[src/rtl/keypad_scanner_if.sv]
// Keypad pin and key-event bundle between the scanner (master) and the keypad/consumer side (slave).
// rows come from the pads; columns drive the pads; keycode/key_valid/key_held feed the calculator FSM.
interface keypad_scanner_if;
   logic [3:0] rows;
   logic [3:0] columns;
   logic [3:0] keycode;
   logic       key_valid;
   logic       key_held;

   modport master (
      input  rows,
      output columns,
      output keycode,
      output key_valid,
      output key_held
   );

   modport slave (
      output rows,
      input  columns,
      input  keycode,
      input  key_valid,
      input  key_held
   );
endinterface

[src/rtl/keypad_scanner.sv]
// 4x4 keypad scanner: rotating one-hot column strobe, 2-flop row synchroniser, press/release debounce.
// Keycode strobes DEBOUNCE_CNT clocks after the detecting sample; no backpressure, key_valid is a one-cycle pulse.
module keypad_scanner #(
   parameter int SCAN_DIV     = 4096,
   parameter int DEBOUNCE_CNT = 65536
) (
   input  logic             clk,
   input  logic             reset,
   keypad_scanner_if.master kp
);

   localparam int DW = $clog2(SCAN_DIV) + 1;
   localparam int BW = $clog2(DEBOUNCE_CNT) + 1;
   localparam logic [DW-1:0] DWELL_LAST = DW'(SCAN_DIV - 1);
   localparam logic [BW-1:0] DB_DONE    = BW'(DEBOUNCE_CNT);

   typedef enum logic [1:0] {
      SCAN       = 2'd0,
      PRESS_DB   = 2'd1,
      HOLD       = 2'd2,
      RELEASE_DB = 2'd3
   } state_t;

   state_t        state_q,     state_d;
   logic [DW-1:0] dwell_q,     dwell_d;
   logic [BW-1:0] db_q,        db_d;
   logic [3:0]    col_q,       col_d;
   logic [3:0]    row_q,       row_d;
   logic [3:0]    keycode_q,   keycode_d;
   logic          key_valid_q, key_valid_d;
   logic          key_held_q,  key_held_d;
   logic [3:0]    rs_meta_q,   rs_meta_d;
   logic [3:0]    rs_q,        rs_d;

   logic [DW-1:0] dwell_inc;
   logic [BW-1:0] db_inc;
   logic [3:0]    col_rot;

   function automatic logic is_one_hot(input logic [3:0] v);
      return (v != 4'b0000) && ((v & (v - 4'b0001)) == 4'b0000);
   endfunction

   // Column-major keypad legend: 1 2 3 + / 4 5 6 - / 7 8 9 * / = 0 R /
   function automatic logic [3:0] key_map(input logic [3:0] col, input logic [3:0] row);
      logic [3:0] code;
      code = 4'h0;
      case ({col, row})
         8'b0001_0001: code = 4'h1;
         8'b0001_0010: code = 4'h4;
         8'b0001_0100: code = 4'h7;
         8'b0001_1000: code = 4'hE;
         8'b0010_0001: code = 4'h2;
         8'b0010_0010: code = 4'h5;
         8'b0010_0100: code = 4'h8;
         8'b0010_1000: code = 4'h0;
         8'b0100_0001: code = 4'h3;
         8'b0100_0010: code = 4'h6;
         8'b0100_0100: code = 4'h9;
         8'b0100_1000: code = 4'hF;
         8'b1000_0001: code = 4'hA;
         8'b1000_0010: code = 4'hB;
         8'b1000_0100: code = 4'hC;
         8'b1000_1000: code = 4'hD;
         default:      code = 4'h0;
      endcase
      return code;
   endfunction

   // Both counters saturate rather than wrap.
   assign dwell_inc = (dwell_q == DWELL_LAST) ? dwell_q : dwell_q + DW'(1);
   assign db_inc    = (db_q == DB_DONE) ? db_q : db_q + BW'(1);
   assign col_rot   = {col_q[2:0], col_q[3]};

   always_comb begin
      state_d     = state_q;
      dwell_d     = dwell_q;
      db_d        = db_q;
      col_d       = col_q;
      row_d       = row_q;
      keycode_d   = keycode_q;
      key_valid_d = 1'b0;
      key_held_d  = key_held_q;
      rs_meta_d   = kp.rows;
      rs_d        = rs_meta_q;

      case (state_q)
         SCAN: begin
            if (dwell_q == DWELL_LAST) begin
               dwell_d = '0;
               if (is_one_hot(rs_q)) begin
                  row_d   = rs_q;
                  db_d    = '0;
                  state_d = PRESS_DB;
               end else begin
                  col_d = col_rot;
               end
            end else begin
               dwell_d = dwell_inc;
            end
         end

         PRESS_DB: begin
            if (rs_q == row_q) begin
               db_d = db_inc;
               if (db_inc == DB_DONE) begin
                  keycode_d   = key_map(col_q, row_q);
                  key_valid_d = 1'b1;
                  key_held_d  = 1'b1;
                  state_d     = HOLD;
               end
            end else begin
               // Bounce or a second row lit: abandon this column and move on.
               col_d   = col_rot;
               dwell_d = '0;
               state_d = SCAN;
            end
         end

         HOLD: begin
            key_held_d = 1'b1;
            if (rs_q == 4'b0000) begin
               db_d    = '0;
               state_d = RELEASE_DB;
            end
         end

         RELEASE_DB: begin
            if (rs_q == 4'b0000) begin
               db_d = db_inc;
               if (db_inc == DB_DONE) begin
                  key_held_d = 1'b0;
                  col_d      = col_rot;
                  dwell_d    = '0;
                  state_d    = SCAN;
               end
            end else begin
               db_d = '0;
            end
         end

         default: begin
            state_d = SCAN;
         end
      endcase
   end

   always_ff @(posedge clk or posedge reset) begin
      if (reset) begin
         state_q     <= SCAN;
         dwell_q     <= '0;
         db_q        <= '0;
         col_q       <= 4'b0001;
         row_q       <= 4'b0000;
         keycode_q   <= 4'h0;
         key_valid_q <= 1'b0;
         key_held_q  <= 1'b0;
         rs_meta_q   <= 4'b0000;
         rs_q        <= 4'b0000;
      end else begin
         state_q     <= state_d;
         dwell_q     <= dwell_d;
         db_q        <= db_d;
         col_q       <= col_d;
         row_q       <= row_d;
         keycode_q   <= keycode_d;
         key_valid_q <= key_valid_d;
         key_held_q  <= key_held_d;
         rs_meta_q   <= rs_meta_d;
         rs_q        <= rs_d;
      end
   end

   assign kp.columns   = col_q;
   assign kp.keycode   = keycode_q;
   assign kp.key_valid = key_valid_q;
   assign kp.key_held  = key_held_q;

endmodule
[src/flat_wrapper.sv]
// flat-port wrapper written by rule: the top's interface ports become plain ports
module keypad_scanner_flat 
#(
   parameter int SCAN_DIV     = 4096,
   parameter int DEBOUNCE_CNT = 65536
)
  (clk, reset, kp_rows, kp_columns, kp_keycode, kp_key_valid, kp_key_held);
  keypad_scanner_if kp_i ();
  input  logic clk;
  input  logic reset;
  input wire logic [$bits(kp_i.rows)-1:0] kp_rows;
  output wire logic [$bits(kp_i.columns)-1:0] kp_columns;
  output wire logic [$bits(kp_i.keycode)-1:0] kp_keycode;
  output wire logic [$bits(kp_i.key_valid)-1:0] kp_key_valid;
  output wire logic [$bits(kp_i.key_held)-1:0] kp_key_held;
  assign kp_i.rows = kp_rows;
  assign kp_columns = kp_i.columns;
  assign kp_keycode = kp_i.keycode;
  assign kp_key_valid = kp_i.key_valid;
  assign kp_key_held = kp_i.key_held;
  keypad_scanner #(.SCAN_DIV(SCAN_DIV), .DEBOUNCE_CNT(DEBOUNCE_CNT)) u_core (.clk(clk), .reset(reset), .kp(kp_i));
endmodule
[config.mk]
export PLATFORM = sky130hd
export DESIGN_NAME = keypad_scanner_flat
export DESIGN_NICKNAME = d
export VERILOG_FILES = /design/src/rtl/keypad_scanner_if.sv /design/src/rtl/keypad_scanner.sv /design/src/flat_wrapper.sv
export SDC_FILE = /design/constraint.sdc
export NUM_CORES = 1
export LEC_CHECK = 0
export CAP_MARGIN = 20
export CORE_MARGIN = 2
export CORE_UTILIZATION = 45
export DETAILED_ROUTE_END_ITERATION = 8
export GPL_ROUTABILITY_DRIVEN = 0
export PLACE_DENSITY = 0.69
export SLEW_MARGIN = 40
export SYNTH_ARGS = -nofsm -noshare
export SYNTH_HDL_FRONTEND = slang
export SYNTH_SLANG_ARGS = --single-unit
export TNS_END_PERCENT = 20
[constraint.sdc]
create_clock -name clk -period 5.2 [get_ports clk]
set_clock_uncertainty 0.15 [all_clocks]
set_input_delay 0.52 -clock clk [delete_from_list [all_inputs] [get_ports clk]]
set_output_delay 0.52 -clock clk [all_outputs]
set_load 0.005 [all_outputs]
After elaboration in Yosys (flattened, before gate mapping)
Index checks and enable logic that the tools add are counted.
{ "totals": {"reg_bits": 54, "in_bits": 6, "out_inout_bits": 10, "elab_cells": 95} }
{ "op_classes": {"addsub": 3, "eq_ne": 32, "n_mux": 35, "bitwise_logic": 1, "n_reduce_logical": 14} }
{ "ops": {"columns": ["cell", "n"], "rows": [
  ["2-to-1 mux 17 bit", 6],
  ["case mux 17 bit (4 select lines)", 1],
  ["case mux 4 bit (15 select lines)", 1],
  ["2-to-1 mux 13 bit", 4],
  ["case mux 13 bit (3 select lines)", 1],
  ["equality test 17 bit (second input constant)", 2],
  ["equality test 8 x 5 -> 1 bit (second input constant)", 4],
  ["equality test 8 x 7 -> 1 bit (second input constant)", 4],
  ["equality test 8 bit (second input constant)", 4],
  ["equality test 8 x 6 -> 1 bit (second input constant)", 3],
  ["2-to-1 mux 4 bit", 5],
  ["adder 17 x 1 -> 17 bit (second input constant)", 1],
  ["2-to-1 mux 2 bit", 7],
  ["!= test 2 x 1 -> 1 bit (second input constant)", 7],
  ["adder 13 x 1 -> 13 bit (second input constant)", 1],
  ["equality test 13 x 12 -> 1 bit (second input constant)", 1],
  ["case mux 4 bit (3 select lines)", 1],
  ["AND reduction 6 bit", 2],
  ["logical NOT 4 bit", 2],
  ["case mux 2 bit (4 select lines)", 1],
  ["AND reduction 4 bit", 2],
  ["2-to-1 mux 1 bit", 7],
  ["AND reduction 3 bit", 2],
  ["nonzero test 3 bit", 2],
  ["12 further kinds", 14]
]} }

Depth between registers and ports, before layout
{ "logic_depth": {"depth_word": 7, "depth_mapped": 10, "mapped_depth_nobuf": 9} }

Worst setup path before layout
OpenSTA, ideal clock, no wires.
{ "synth_path": {"path_kind": "reg-to-reg", "startpoint": "register u_core.db_q[0]", "endpoint": "register u_core.keycode_q[0], in the netlist u_core.kp.keycode[0]", "setup_time_ps": 125, "t_arrival_ps": 2594, "t_required_ps": 4925, "path_slack_ps": 2331, "stages_incl_launch_ff": 10, "path_buffers": 0, "synth_period_minus_slack_ps": 2869, "path_cell_list": "dfrtp_1 -> inv_1 -> ha_1 -> or4b_4 -> nor4_4 -> o21ai_0 -> nor3_1 -> and4_4 -> nor3b_4 -> mux2_2"} }
{ "synth_via": {"elab_chain_cells": 4, "elab_cells_between_ends": 5, "classes_between": "add/sub: 1; eq/ne: 2; mux: 1; reduce/logical: 1"} }
{ "synth_rtl": {"columns": ["element", "line", "rtl"], "rows": [
  ["from (decl)", "keypad_scanner.sv:26", "logic [BW-1:0] db_q, db_d;"],
  ["from (signal assigned)", "keypad_scanner.sv:151", "db_q <= '0;"],
  ["from (signal assigned)", "keypad_scanner.sv:162", "db_q <= db_d;"],
  ["adder 17 x 1 -> 17 bit or equality test 17 bit (tied branches)", "keypad_scanner.sv:71", "assign db_inc = (db_q == DB_DONE) ? db_q : db_q + BW'(1);"],
  ["2-to-1 mux 17 bit (*)", "keypad_scanner.sv:71", null],
  ["equality test 17 bit (*)", "keypad_scanner.sv:105", "if (db_inc == DB_DONE) begin"],
  ["AND reduction 3 bit (no line) (*)", null, null],
  ["to (signal assigned)", "keypad_scanner.sv:165", "keycode_q <= keycode_d;"],
  ["to (decl)", "keypad_scanner.sv:29", "logic [3:0] keycode_q, keycode_d;"]
]} }
Mark *: on every way between the ends. The rest lies on a longest branch, timed or not.
A chain may end at the register's enable or synchronous reset.

Worst setup path in the final report
Ends and elaborated chain as after synthesis.

==> reports/metrics.cfg <==
[floorplanning]
start_util_pct = 46.22
die_h_um = 89.86
design.die.area_um2 = 8074
core_area_um2 = 7176
dieWidth_um = 89.86
io_pins = 16
rows = 31

[setup_path]
path_buf_inv = 1
critPathRequiredTime_ns = 5.24
slowest_stage = or4b_4
critical_path.cell_chain = inv_1 > ha_1 > or4b_4 > nor4_4 > o21ai_0 > nor3_1 > and4_4 > nor3b_4 > mux2_2
cp_max_fo = 6
crit_family = simple AND/OR/NAND/NOR gates
cp-start-kind = flip-flop
crit_path_end_kind = flip-flop
path_class = reg2reg
worstPathArrival_ns = 3.15
critical_path.startpoint = u_core.db_q[0]$_DFFE_PP0P_
cp_slowest_stage_delay_ns = 0.46
r2r_start = u_core.db_q[0]$_DFFE_PP0P_

[logic_synthesis]
synth_flop_cell = dfrtp_1
synth_edf_count = 0
syn-cell-area_um2 = 3317
ys_top_cells_by_area = dfrtp_1 (40%), o21ai_0 (6.9%), mux2_2 (4.4%)
syn_inst = 367
seq_area_frac_synth_pct = 40.78
synth_cell_types = 64
synth.avg_cell_area_um2 = 9.038
yosys_register_bits = 54
async_flop_share_pct = 100.0
yosys.area.top_type_share_pct = 39.98
synthesis.nets = 376
yosysWarnings = 0
yosys.area.top_type = dfrtp_1

[cts]
clk_pin_slew_ns = 0.09
cts-root-buf = clkbuf_8
cts_buffers = 5
worstSkewPairLatency_ns = 0.31
cts_resized = 0
ctsHtreeMaxLevel = 2
clock_path_buffers = 2
numClockSinks = 54
cts.hold.buffers_added = 0
cts_setup_buffers = 0
cts_tree = done

[timing]
rsz0062_at_grt = no
final_hold_viol_count = 0
layout_min_cycle_time_ns = 3.106
period_share_pct = 59.72
setup_viol = 0
fin_ws_ns = 2.094
fmax_mhz = 322.0
final.setup.tns_ns = 0
final_max_slew_viol_count = 0
max-slew-margin-rel_pct = 54.45
worst_slew_pin_slew_ns = 0.6770

[power]
p_comb_share_pct = 2.3
power.switching_uw = 144.4
ir_drop_uv = 97.74
leakage_nw = 1.436
p_per_area_nw_per_um2 = 202.2
swShare_pct = 19.85
cellInternalPower_uw = 583.0
power_frac_seq_pct = 58.5
clockPowerShare_pct = 39.2

[placement]
io_buffer_count = 15
pre_cts_slack_ns = 2.117
dp_hpwl_mm = 4.597

[worst_hold_path]
holdCritStartpoint = u_core.rs_d[3]$_DFF_PP0_
hp-class = reg2reg

[grt]
antenna_found_initial = 0
grt_usage_pct = 17.44
overflow = 0
grt_pass1_wl_mm = 11.87
grt_pass1_vias = 2626
grt_max_degree = 55

[cells_and_area]
area_growth_pct = 8.450
finalNetCount = 380
final.fill_count = 671
diodes = 0
drive_above_1_share_pct = 11.32

[routing]
drtPass1Iterations = 4
wl_per_cell_um = 14.21
viasPerCell = 5.830
drc = 0
drtIter0Drc = 178
drt_wl_total_mm = 6.680
num_vias = 2740
postRouteAntennaNets = 0

[job]
max_cap_violations = 0

[status]
run_status = completed

## worst reg2reg max path, stage by stage (launching register included)
cell	delay, ns
dfrtp_1	0.44
inv_1	0.10
ha_1	0.13
or4b_4	0.46
nor4_4	0.41
o21ai_0	0.15
nor3_1	0.23
and4_4	0.29
nor3b_4	0.28
mux2_2	0.37
## through the flow
stage	hold slack, ns	instances	utilization, %	power, mW	instance area [um^2]
final	0.2062	470	50.13	0.7274	3597
after floorplan	0.1812	367	-	0.4436	3317
after global placement	0.1824	463	48.56	0.4513	3485
after detailed placement	0.1885	463	48.56	0.4519	3485
after CTS	0.2099	470	50.13	0.7387	3597
after global routing	0.2126	470	50.13	0.7551	3597
## worst paths after layout
check	endpoint	depth (start not counted)	slack [ns]
worst max-delay path	u_core.kp.keycode[0]$_DFFE_PP0P_	9	2.09
worst min-delay path	u_core.rs_q[3]$_DFF_PP0_	0	0.21
worst max register to register	u_core.kp.keycode[0]$_DFFE_PP0P_	9	2.09
worst min register to register	u_core.rs_q[3]$_DFF_PP0_	0	0.21
max in group asynchronous	u_core.db_q[8]$_DFFE_PP0P_	3	3.89
min in group asynchronous	u_core.db_q[13]$_DFFE_PP0P_	3	0.55
## area by class of cell
| type | instances | area, um^2 | share of cell area, % |
|---|---|---|---|
| tap | 99 | 123.9 | 3.443 |
| sequential | 54 | 1353 | 37.60 |
| inverter | 8 | 30.03 | 0.8348 |
| clock buffer | 6 | 82.58 | 2.296 |
| timing repair buffer | 18 | 172.7 | 4.800 |
| clock inverter | 1 | 30.03 | 0.8348 |
| multi-input combinational | 284 | 1805 | 50.19 |
## power groups by stage
| stage | Sequential, mW | Combinational [mW] | Clock, mW |
|---|---|---|---|
| after floorplan | 0.433 | 0.0101 | 0 |
| after global placement | 0.434 | 0.0173 | 0 |
| after detailed placement | 0.434 | 0.0178 | 0 |
| after CTS | 0.426 | 0.0178 | 0.295 |
| after global routing | 0.427 | 0.0199 | 0.309 |
| final | 0.426 | 0.0168 | 0.285 |
## sequential cells by signal, indices dropped and copies added, names as in the netlist, named ones only
name	count
u_core.rs_d	4
u_core.kp.key_valid	1
u_core.row_q	4
u_core.db_q	17
u_core.rs_q	4
u_core.kp.columns	4
u_core.kp.keycode	4
u_core.state_q	1
u_core.dwell_q	13
u_core.kp.key_held	1
## cell usage after synthesis (3+ instances only)
library cell and instances:
and2_1 4, o31ai_1 11, nand3b_1 6, nor3_1 10, mux2_2 13, dfrtp_1 53
inv_1 8, o22ai_1 5, ha_1 3, xor2_1 7, a31oi_1 5, nand4_1 6
clkbuf_1 13, nor4_1 4, nand2b_1 7, clkbuf_8 4, and3_1 5, nand3_1 16
nor2_1 33, xnor2_1 8, or3_1 6, a21oi_1 10, nor2b_1 8, nand2_1 28
o21ai_0 46
## per-layer routing
layer	GRT usage [%]	part of all wire (%)
met2	30.49	50
met1	22.08	46
met5	0	0
met3	3.185	3.3
met4	5.256	1.3
## cells by family after synthesis
| kind of cell | count (synthesis) | synth area share (%) |
|---|---|---|
| adders and majority gates | 3 | 1.132 |
| muxes | 15 | 5.017 |
| DFF | 54 | 40.78 |
| and+or+nand+nor | 151 | 25.42 |
| xor gates and xnor gates | 15 | 3.961 |
| buffers and inverters | 29 | 4.790 |
| AOI/OAI and AO/OA | 100 | 18.90 |
## cells in the final DEF (no fill, tap or decap), types with 3 or more instances in the layout
cell type,count
and3_1,5
a21oi_1,10
ha_1,3
clkdlybuf4s50_1,15
nand2b_1,7
inv_1,7
nand2_1,28
nand3b_1,6
o21ai_0,46
mux2_2,13
clkbuf_8,6
nor3_1,10
and2_1,4
nor2_1,33
nor4_1,4
a31oi_1,5
nand4_1,6
nand3_1,16
xnor2_1,8
xor2_1,7
or3_1,6
o22ai_1,5
o31ai_1,11
nor2b_1,8
buf_4,3
dfrtp_1,53
Power figures use the tool's default switching activity.
